[src/rtl/sync_filter_n_pkg.sv]
// Shared constants for the async-boundary synchronizers used ahead of the USB RX logic.
// RX blocks take their default depth and filter length from here so they instantiate consistently.
package sync_filter_n_pkg;

  localparam int SF_STAGES     = 2;
  localparam int SF_FILTER_LEN = 3;

  // Filter counter width: $clog2(FILTER_LEN), never narrower than one bit.
  function automatic int sf_cnt_width(input int flen);
    return (flen <= 1) ? 1 : $clog2(flen);
  endfunction

endpackage

[src/rtl/sync_filter_bit.sv]
// One synchronizer channel: flop chain, consecutive-sample glitch filter and
// registered rise/fall pulses aligned with the filtered output change.
module sync_filter_bit
  import sync_filter_n_pkg::*;
#(
  parameter int   STAGES     = SF_STAGES,
  parameter int   FILTER_LEN = SF_FILTER_LEN,
  parameter logic RST_VAL    = 1'b1
) (
  input  logic clk,
  input  logic n_rst,
  input  logic async_in,
  output logic sync_out,
  output logic filt_out,
  output logic rise_pulse,
  output logic fall_pulse
);

  localparam int CNT_W = sf_cnt_width(FILTER_LEN);
  localparam logic [CNT_W-1:0] CNT_LAST = CNT_W'(FILTER_LEN - 1);

  logic [STAGES-1:0] r_chain;
  logic [CNT_W-1:0]  r_cnt;
  logic              r_filt;
  logic              r_rise;
  logic              r_fall;

  logic w_sync;
  logic w_differ;
  logic w_update;

  assign w_sync   = r_chain[STAGES-1];
  assign w_differ = w_sync ^ r_filt;
  // The counter is cleared on every update, so it never has to wrap.
  assign w_update = w_differ && (r_cnt == CNT_LAST);

  always_ff @(posedge clk or negedge n_rst) begin
    if (!n_rst) begin
      r_chain <= {STAGES{RST_VAL}};
      r_cnt   <= '0;
      r_filt  <= RST_VAL;
      r_rise  <= 1'b0;
      r_fall  <= 1'b0;
    end else begin
      r_chain <= {r_chain[STAGES-2:0], async_in};
      if (!w_differ || w_update) begin
        r_cnt <= '0;
      end else begin
        r_cnt <= r_cnt + CNT_W'(1);
      end
      if (w_update) begin
        r_filt <= w_sync;
      end
      r_rise <= w_update & w_sync;
      r_fall <= w_update & ~w_sync;
    end
  end

  assign sync_out   = w_sync;
  assign filt_out   = r_filt;
  assign rise_pulse = r_rise;
  assign fall_pulse = r_fall;

endmodule

[src/rtl/sync_filter_n.sv]
// Multi-channel synchronizer with glitch filter and edge pulses; every output is a flop.
// Channels are fully independent, one sync_filter_bit per bit of async_in.
module sync_filter_n
  import sync_filter_n_pkg::*;
#(
  parameter int               WIDTH      = 2,
  parameter int               STAGES     = SF_STAGES,
  parameter int               FILTER_LEN = SF_FILTER_LEN,
  parameter logic [WIDTH-1:0] RESET_VAL  = {WIDTH{1'b1}}
) (
  input  logic             clk,
  input  logic             n_rst,
  input  logic [WIDTH-1:0] async_in,
  output logic [WIDTH-1:0] sync_out,
  output logic [WIDTH-1:0] filt_out,
  output logic [WIDTH-1:0] rise_pulse,
  output logic [WIDTH-1:0] fall_pulse
);

  for (genvar i = 0; i < WIDTH; i++) begin : g_ch
    sync_filter_bit #(
      .STAGES     (STAGES),
      .FILTER_LEN (FILTER_LEN),
      .RST_VAL    (RESET_VAL[i])
    ) u_bit (
      .clk        (clk),
      .n_rst      (n_rst),
      .async_in   (async_in[i]),
      .sync_out   (sync_out[i]),
      .filt_out   (filt_out[i]),
      .rise_pulse (rise_pulse[i]),
      .fall_pulse (fall_pulse[i])
    );
  end

endmodule

[config.mk]
export PLATFORM = sky130hd
export DESIGN_NAME = sync_filter_n
export DESIGN_NICKNAME = d
export VERILOG_FILES = /design/src/rtl/sync_filter_n_pkg.sv /design/src/rtl/sync_filter_bit.sv /design/src/rtl/sync_filter_n.sv
export SDC_FILE = /design/constraint.sdc
export NUM_CORES = 1
export LEC_CHECK = 0
export ABC_CLOCK_PERIOD_IN_PS = 1830
export CORE_MARGIN = 8
export CORE_UTILIZATION = 26
export DETAILED_ROUTE_END_ITERATION = 10
export GPL_TIMING_DRIVEN = 0
export PLACE_DENSITY = 0.45
export SLEW_MARGIN = 20
export SYNTH_ARGS = -nofsm -noshare
export SYNTH_HDL_FRONTEND = slang
export SYNTH_SLANG_ARGS = --single-unit
[constraint.sdc]
create_clock -name clk -period 1.83 [get_ports clk]
set_input_delay 0.4575 -clock clk [delete_from_list [all_inputs] [get_ports clk]]
set_output_delay 0.4575 -clock clk [all_outputs]
set_load 0.05 [all_outputs]
==> impl_summary.log <==
[metrics] P per Cell Area: about 1400 mW/mm^2
[metrics] Layout Skew: approximately 0.0045 ns
[metrics] leakage: 0.3461 nW
[metrics] mean routed wirelength per cell: just over 9 um
[metrics] number of DRC markers in iteration 0: 3
[metrics] non-filler cells in the finished layout: 84
[metrics] met1 routing resource usage after global routing: around 5.7%
[metrics] layer with the highest usage after global routing: met4
[metrics] starting utilization of the core area: between 20% and 30%
[metrics] worst skew pair latency: 0.28 ns
[metrics] number of clock sinks seen by CTS: 14
[metrics] Setup crit start kind: flop
[metrics] share of the clock period used by the worst path: between 90% and 100%
[metrics] Yosys reg bits: 14
[metrics] Yosys cell types: 11
[metrics] clock transition time at the flip-flop clock pins of the worst setup and hold paths: 0.09 ns
[metrics] hold path startpoint: g_ch[0].u_bit.r_chain[0]
[metrics] # DRC: 0
[metrics] number of buffers inserted during clock tree synthesis: 3
[metrics] origin of the worst setup path: g_ch[1].u_bit.r_chain[1]
[metrics] Min-Delay Path Class: reg2reg
[metrics] critical-path maximum fanout: 4
[metrics] vertical die dimension: approximately 61 um
[metrics] critical path type: reg2out
[metrics] total via count after detailed routing: approximately 300
[metrics] grt ovf: 0
[metrics] number of antenna violations at the first check in global routing: 0
[metrics] required time worst endpoint: between 1 and 1.5 ns
[metrics] vias in the first global route: between 300 and 400
[metrics] Cell Rows: 16
[metrics] met2 track demand over resource: 7.015%
[metrics] final wirelength: between 700 and 800 um
[metrics] first-pass GRT wire length: roughly 1300 um
[metrics] Die ar.: roughly 0.0038 mm^2
[metrics] number of buffers between clock root and the deepest sink: 2
[metrics] slew of the pin with the lowest slew margin: roughly 0.6 ns
[metrics] sequential element share of the synthesized area: about two thirds
[metrics] worst max-slew margin expressed relative to the limit: approximately three fifths
[metrics] arrival time at the worst endpoint: 1.31 ns
[metrics] total count of hold-check failures in the final report: 0
[metrics] fillcell total: around 220
[metrics] routability congestion estimate: 0.6388
[metrics] x dimension of the die: roughly 61 um
[metrics] global-route usage over all layers: 5.335%
[metrics] synthesized netlist cell count: 42
[metrics] syn nets: 48
[metrics] number of buffers inserted by port buffering: 11
[metrics] cell area after synthesis: 535.5 um^2
[metrics] # nets final: 64
[metrics] Area after DPL: about 680 um^2
[metrics] Placed Cells: 80
[metrics] share of layout cells above drive strength 1: approximately 39%
[metrics] leading cell types in the layout, fill and taps excluded: 9 x buf_4, 8 x dfrtp_1, 6 x dfstp_2
[metrics] maximum number of pins on one net before global-route repair: 15
[metrics] clock tree from TritonCTS: done
[metrics] clock root buffer: clkbuf_4
[metrics] met3 track utilization from global routing: under 10%
[metrics] design area: between 700 and 800 um^2
[metrics] setup repair after global routing missed its margin: no
[metrics] leading cell type in the layout, fill and taps excluded: buf_4
[metrics] number of I/O pins: 12
[metrics] count of final setup violators: 0
[metrics] vias per cell: 3.595
[metrics] core area: roughly 0.0020 mm^2
[metrics] crit path capture type: primary output
[metrics] post-route worst setup slack: between 0.06 and 0.07 ns
[metrics] post-layout power: roughly 1000 uW
[metrics] synthesized area per cell: 12.75 um^2
[metrics] max-slew violations: 0
[metrics] number of iterations in the first detailed-routing pass: 2
[metrics] Period minus WS final: 1.766 ns
[metrics] Post-Place Setup Slack: -0.07594 ns
[metrics] post-synthesis to final-layout area growth: 32.71%
[metrics] VDD IR max: about 0.38 mV
[metrics] result of the run: complete, no violations
[metrics] max-capacitance violation count: 0
[metrics] start of the worst register-to-register path: g_ch[1].u_bit.r_cnt[0]
[metrics] highest clock rate: roughly 570 MHz
[metrics] Synth Warn #: 0
[metrics] diode insertion count for antenna repair: 0
[metrics] setup slack of the worst register-to-register path: just under 0.9 ns
[metrics] H-tree level count: 1
[metrics] remaining number of nets flagged by the antenna check after routing: 0
[cells in the mapped netlist]
master / number / area share [%]
dfstp_2: 6 / 29
ha_1: 2 / 4.7
nor2_1: 2 / 1.4
buf_4: 8 / 11
inv_1: 4 / 2.8
nand2_1: 2 / 1.4
nor3b_1: 2 / 2.8
o21ai_0: 2 / 1.9
xnor2_1: 2 / 3.3
dfrtp_1: 8 / 37
nor3_1: 4 / 3.7
[cell families (layout without fill, tap and decap cells)]
logic type	count (synthesis)	count (layout)	share of synthesized area (%)
flops	14	14	66.82
buf+inv	12	27	14.02
simple gates	10	10	9.346
fa+ha+maj	2	2	4.672
compound gates	2	2	1.869
xor+xnor	2	2	3.272
[critical path, cell delays in order, from the launching register on]
cell	delay, ns
dfstp_2	0.57
buf_4	0.11
clkdlybuf4s18_2	0.35
[state kept, by name (all words and copies together) (netlist names)]
signal	cells
g_ch.u_bit.fall_pulse	2
g_ch.u_bit.r_cnt	4
g_ch.u_bit.filt_out	2
g_ch.u_bit.r_chain	4
g_ch.u_bit.rise_pulse	2
[power breakdown]
part / internal [mW] / total, mW / switching [mW]
Clock: 0.121 / 0.224 / 0.103
Combinational: 0.137 / 0.339 / 0.201
Sequential: 0.395 / 0.437 / 0.0429
Total: 0.653 / 1.00 / 0.347
[worst paths after layout]
check                                      endpoint  cells past startpoint
setup / recovery                        sync_out[1]                      2
hold / removal             g_ch[0].u_bit.r_chain[1]                      0
setup reg to reg           g_ch[1].u_bit.fall_pulse                      3
hold reg to reg            g_ch[0].u_bit.r_chain[1]                      0
max in group asynchronous  g_ch[0].u_bit.rise_pulse                      1
min in group asynchronous  g_ch[0].u_bit.fall_pulse                      1
[per-stage QoR]
step / TNS [ns] / util (%) / hold WS (ns)
6_report: 0 / 36.22 / 0.3602
5_1_grt: 0 / 36.22 / 0.3642
4_1_cts: 0 / 36.29 / 0.3605
3_5_place_dp: -0.2830 / 34.63 / 0.3472
3_3_place_gp: -0.2760 / 34.63 / 0.3456
2_1_floorplan: 0 / - / 0.1619
[cell type report]
type,instances,area (um^2),area share [%]
inverters,4,15.01,2.113
multi-input cells,16,102.6,14.44
repair buffers,11,105.1,14.79
flip-flops and latches,14,357.8,50.35
clock buffers,4,36.28,5.106
well taps,27,33.78,4.754
plain buffers,8,60.06,8.451
[routing by layer]
metal	up-vias	part of all wire, %
li1	155	-
met5	-	0
met2	11	43
met4	0	5.8
met1	132	43
met3	4	7.9
[what timing repair did]
action	4_1_cts	5_1_grt
hold buffers	0	0
pin swaps	0	0
setup endpoints to repair	8	1
resized for setup	15	1
buffers inserted	0	0
cloned	0	0
Power figures use the tool's default switching activity.
